## config.mk

```make
export PLATFORM = sky130hd
export DESIGN_NAME = res_stream_packer
export DESIGN_NICKNAME = d
export VERILOG_FILES = /design/src/rtl/res_stream_packer.sv
export SDC_FILE = /design/constraint.sdc
export NUM_CORES = 1
export LEC_CHECK = 0
export CORE_UTILIZATION = 52
export CTS_CLUSTER_DIAMETER = 200
export DETAILED_ROUTE_END_ITERATION = 16
export GPL_ROUTABILITY_DRIVEN = 0
export PLACE_DENSITY = 0.75
export SLEW_MARGIN = 20
export SYNTH_ARGS = -nofsm -noshare
export SYNTH_HDL_FRONTEND = slang
export SYNTH_SLANG_ARGS = --single-unit
export TNS_END_PERCENT = 10
```

## constraint.sdc

```tcl
create_clock -name clk -period 7.1 [get_ports clk]
set_clock_uncertainty 0.1 [all_clocks]
set_input_delay 1.42 -clock clk [delete_from_list [all_inputs] [get_ports clk]]
set_output_delay 1.42 -clock clk [all_outputs]
set_load 0.02 [all_outputs]
```

## src/rtl/res_stream_packer.sv

```systemverilog
// Captures result-memory reads after a fixed latency, buffers them in a FWFT FIFO
// and streams them out as valid/ready with a frame-end marker.
// Optional feature: define RES_STREAM_PACKER_OVF_CNT_EN to add the saturating ovf_cnt_out drop counter.
module res_stream_packer #(
    parameter int          D_WIDTH    = 64,
    parameter int          ADDR_WIDTH = 32,
    parameter int          RD_LATENCY = 1,
    parameter int unsigned RES_WORDS  = 64,
    parameter int          FIFO_DEPTH = 16
) (
    input  logic                  clk,
    input  logic                  rst_n,
    input  logic                  res_rd_en_in,
    input  logic [ADDR_WIDTH-1:0] res_rd_addr_in,
    input  logic [D_WIDTH-1:0]    res_rd_data_in,
    output logic [D_WIDTH-1:0]    m_data_out,
    output logic                  m_valid_out,
    output logic                  m_last_out,
    input  logic                  m_ready_in,
    output logic                  frame_done_out,
    output logic                  busy_out,
    output logic                  ovf_out
`ifdef RES_STREAM_PACKER_OVF_CNT_EN
    ,
    output logic [15:0]           ovf_cnt_out
`endif
);

    localparam int PTR_W = (FIFO_DEPTH > 1) ? $clog2(FIFO_DEPTH) : 1;
    localparam int CNT_W = PTR_W + 1;
    localparam logic [ADDR_WIDTH-1:0] LAST_ADDR = ADDR_WIDTH'(RES_WORDS - 1);
    localparam logic [ADDR_WIDTH:0]   WORDS_EXT = (ADDR_WIDTH + 1)'(RES_WORDS);
    localparam logic [CNT_W-1:0]      FULL_CNT  = CNT_W'(FIFO_DEPTH);

    typedef enum logic [1:0] {IDLE, ACTIVE, DRAIN} state_t;

    logic [RD_LATENCY-1:0] dl_en, dl_last, dl_in_range;
    logic [D_WIDTH-1:0]    mem_data [FIFO_DEPTH];
    logic                  mem_last [FIFO_DEPTH];
    logic [PTR_W-1:0]      wr_ptr, rd_ptr;
    logic [CNT_W-1:0]      count, count_next, last_cnt, last_cnt_next;
    state_t                state;

    logic tap_push, tap_last, full, pop, push_ok, drop, push_last, pop_last;

    // Delay line tracks each strobe until its read data appears on res_rd_data_in.
    always_ff @(posedge clk or negedge rst_n) begin
        if (!rst_n) begin
            dl_en       <= '0;
            dl_last     <= '0;
            dl_in_range <= '0;
        end else begin
            dl_en[0]       <= res_rd_en_in;
            dl_last[0]     <= (res_rd_addr_in == LAST_ADDR);
            dl_in_range[0] <= ({1'b0, res_rd_addr_in} < WORDS_EXT);
            for (int i = 1; i < RD_LATENCY; i++) begin
                dl_en[i]       <= dl_en[i-1];
                dl_last[i]     <= dl_last[i-1];
                dl_in_range[i] <= dl_in_range[i-1];
            end
        end
    end

    assign tap_push = dl_en[RD_LATENCY-1] & dl_in_range[RD_LATENCY-1];
    assign tap_last = dl_last[RD_LATENCY-1];

    assign full        = (count == FULL_CNT);
    assign m_valid_out = (count != '0);
    assign m_data_out  = m_valid_out ? mem_data[rd_ptr] : '0;
    assign m_last_out  = m_valid_out & mem_last[rd_ptr];
    assign busy_out    = (state != IDLE);

    // A pop in the same cycle frees the slot, so a full FIFO can still accept.
    assign pop       = m_valid_out & m_ready_in;
    assign push_ok   = tap_push & (~full | pop);
    assign drop      = tap_push & full & ~pop;
    assign push_last = push_ok & tap_last;
    assign pop_last  = pop & m_last_out;

    always_comb begin
        count_next    = count + CNT_W'(push_ok) - CNT_W'(pop);
        last_cnt_next = last_cnt + CNT_W'(push_last) - CNT_W'(pop_last);
    end

    always_ff @(posedge clk) begin
        if (push_ok) begin
            mem_data[wr_ptr] <= res_rd_data_in;
            mem_last[wr_ptr] <= tap_last;
        end
    end

    always_ff @(posedge clk or negedge rst_n) begin
        if (!rst_n) begin
            wr_ptr   <= '0;
            rd_ptr   <= '0;
            count    <= '0;
            last_cnt <= '0;
            ovf_out  <= 1'b0;
        end else begin
            if (push_ok) wr_ptr <= wr_ptr + 1'b1;
            if (pop)     rd_ptr <= rd_ptr + 1'b1;
            count    <= count_next;
            last_cnt <= last_cnt_next;
            if (drop) ovf_out <= 1'b1;
        end
    end

`ifdef RES_STREAM_PACKER_OVF_CNT_EN
    always_ff @(posedge clk or negedge rst_n) begin
        if (!rst_n) begin
            ovf_cnt_out <= '0;
        end else if (drop && ovf_cnt_out != 16'hFFFF) begin
            ovf_cnt_out <= ovf_cnt_out + 16'd1;
        end
    end
`endif

    // Frame tracking; last_cnt keeps overlapping frames straight when more than one marker is buffered.
    always_ff @(posedge clk or negedge rst_n) begin
        if (!rst_n) begin
            state          <= IDLE;
            frame_done_out <= 1'b0;
        end else begin
            frame_done_out <= 1'b0;
            case (state)
                IDLE: begin
                    if (push_ok) state <= push_last ? DRAIN : ACTIVE;
                end
                ACTIVE: begin
                    if (push_last) state <= DRAIN;
                end
                DRAIN: begin
                    if (pop_last) begin
                        frame_done_out <= 1'b1;
                        if (last_cnt_next != '0)   state <= DRAIN;
                        else if (count_next != '0) state <= ACTIVE;
                        else                       state <= IDLE;
                    end
                end
                default: state <= IDLE;
            endcase
        end
    end

endmodule

```

==> qor.yml <==
fin_cells: 3020
status: "finished, final reports clean"
relSlewSlack_pct: 26.0
io_buffer_count: 168
yosys.area.top_type: "edfxtp_1"
grt_antenna_before_repair: 8
firstDrtPassIters: 5
cp.arrival_ns: 4.05
synth_common_cells: "edfxtp_1 (1,040), mux4_2 (322), and2_1 (66)"
drt_drc_violations_left: 0
ant_nets: 0
fmax_mhz: 180
crit_required_ns: 5.58
drive_gt1_share_pct: 27.5
ys_types: 36
dieHeight_um: 282
syn_area_per_cell_um2: 24.5
ir_drop_mv: 0.274
holdPathStages: 1
dr_total_vias: 18500
syn_area_um2: 40800
ys_seq_elements: 1065
maxCapViolations: 0
nets: 2012
dieArea_um2: 79600
hp-start: "ovf_out$_DFFE_PN0P_"
rsz0062_at_grt: "no"
clock_latency_ns: 0.65
power_mw: 18.0
syn_nets: 1782
worst_pin_slew_ns: 1.11
h-tree-depth: 3
r2r_cells: 15
post-synth-top-count-cell: "edfxtp_1"
cts.sink_count: 1065
async_flop_share_pct: 2.35
synth_warnings: 0
rrSetupSlack_ns: 2.68
routed_via_density: 6.13
coreArea_um2: 77500
fill_cells: 5094
multi_input_area_um2: 8640
dpl.cell_count: 2829
initial_core_util_pct: 52.6
cts_root_buf: "clkbuf_16"
timing.rr.start: "count[3]$_DFF_PN0_"
end_kind: "output port"
post-route-period-util_pct: 78.4
cts_resized: 0
path_clk_slew_ns: 0.06
grt_usage_pct: 22.9
p_leak_nw: 14.9
cp_max_fo: 84
setup_violations: 0
power_density_nw_per_um2: 379
layout_min_cycle_time_ns: 5.57
ios: 169
yosysSeqAreaShare_pct: 78.1
drt-total-wl_um: 88300
route.detailed.wl_per_inst_um: 29.2
synth-main-ff-cell: "edfxtp_1"
post-place-ws_ns: 1.75
first_iter_violations: 1863
cts_setup_buffers: 0
final_hold_viol_count: 0
grt_max_degree: 85
yosysTopAreaCellShare_pct: 76.6
worstSetupPathType: "register to output port"
holdCritPathClass: "register to register"
r2r_end: "state[0]$_DFFE_PN0P_"
grt_pass1_vias: 19700
cts_tree: "built"
placed_area_um2: 44100
grt_overflow: 0
min_to: "ovf_out$_DFFE_PN0P_"
die_w_um: 282
seq_area_um2: 31900
area_growth_pct: 16.7
row_count: 102
startpoint_type: "register"
numCtsBuffers: 102
synth_enable_flop_cells: 1040
setup_ws_ns: 1.53
finalSetupTns_ns: 0
cts_hold_buf: 0
final_area_um2: 47600
hpwl_um: 43700
cts_buffer_depth: 3
synth_area_leaders: "edfxtp_1 (77%), mux4_2 (18%), dfrtp_1 (1.5%), and2_1 (1.0%), ha_1 (0.49%)"
syn_inst: 1664
slew_viol_final: 0
grt_pass1_wl_um: 130000
==> sequential cells by signal, summed over array words and instances (netlist names) <==
register / flops
count: 5
dl_en: 1
dl_in_range: 1
dl_last: 1
frame_done_out: 1
last_cnt: 5
mem_data: 1024
mem_last: 16
ovf_out: 1
rd_ptr: 4
state: 2
wr_ptr: 4
==> final cells by class <==
class,instances,share of cell area [%]
diodes,2,0.0105
clock buffers,120,5.60
clock inverters,68,1.69
inverters,15,0.118
multi-input cells,500,18.2
flip-flops and latches,1065,67.0
well taps,1040,2.73
repair buffers,210,4.72
==> cell usage in the layout (no fill, tap or decap), drive strengths merged, types with 16 or more instances in the layout <==
cell type         n
edfxtp         1040
mux4            322
clkdlybuf4s50   167
clkbuf          120
and2             66
clkinv           44
buf              43
dfrtp            25
inv              18
nor2             17
ha               16
bufinv           16
==> critical path: stages (launching register included) <==
cell and delay [ns]:
dfrtp_4 0.82, buf_16 0.31, buf_12 0.47, mux4_2 0.42, mux4_2 0.48, and2_1 0.17, clkdlybuf4s50_1 0.63
==> stage by stage <==
step                      hold slack, ns  utilization [%]
after floorplan                    0.371                -
after global placement             0.382             56.9
after detailed placement           0.369             56.9
after CTS                          0.386             61.4
after global routing               0.417             61.4
final                              0.379             61.4
==> power breakdown <==
part,switching [mW],internal [mW],total [mW]
registers,0.285,6.94,7.23
clock network,2.30,3.27,5.57
logic,2.34,2.88,5.22
==> worst max path at each step <==
stage                          startpoint                        to  cells after the start
floorplan                      m_ready_in  mem_data[1][0]$_DFFE_PP_                      5
global placement               m_ready_in      state[0]$_DFFE_PN0P_                     13
detailed placement             m_ready_in      state[0]$_DFFE_PN0P_                     13
CTS                 rd_ptr[0]$_DFFE_PN0N_            m_data_out[39]                      5
global route        rd_ptr[0]$_DFFE_PN0N_            m_data_out[28]                      5
finish              rd_ptr[1]$_DFFE_PN0N_            m_data_out[20]                      6
==> layer usage <==
layer | wire (um) | global-route usage (%) | vias up
li1 | - | - | 7593
met1 | 34000 | 30.0 | 10000
met2 | 46900 | 40.1 | 738
met3 | 5380 | 3.49 | 146
met4 | 2000 | 6.66 | 12
met5 | 81 | 0 | -
==> logic make-up after synthesis <==
kind of cell / share of synthesized area, %
mux: 18.1
flops: 78.1
simple gates: 1.71
compound gates: 0.233
fa+ha+maj: 0.589
buf+inv: 1.00
xor+xnor: 0.301
(Power assumes the default switching activity.)
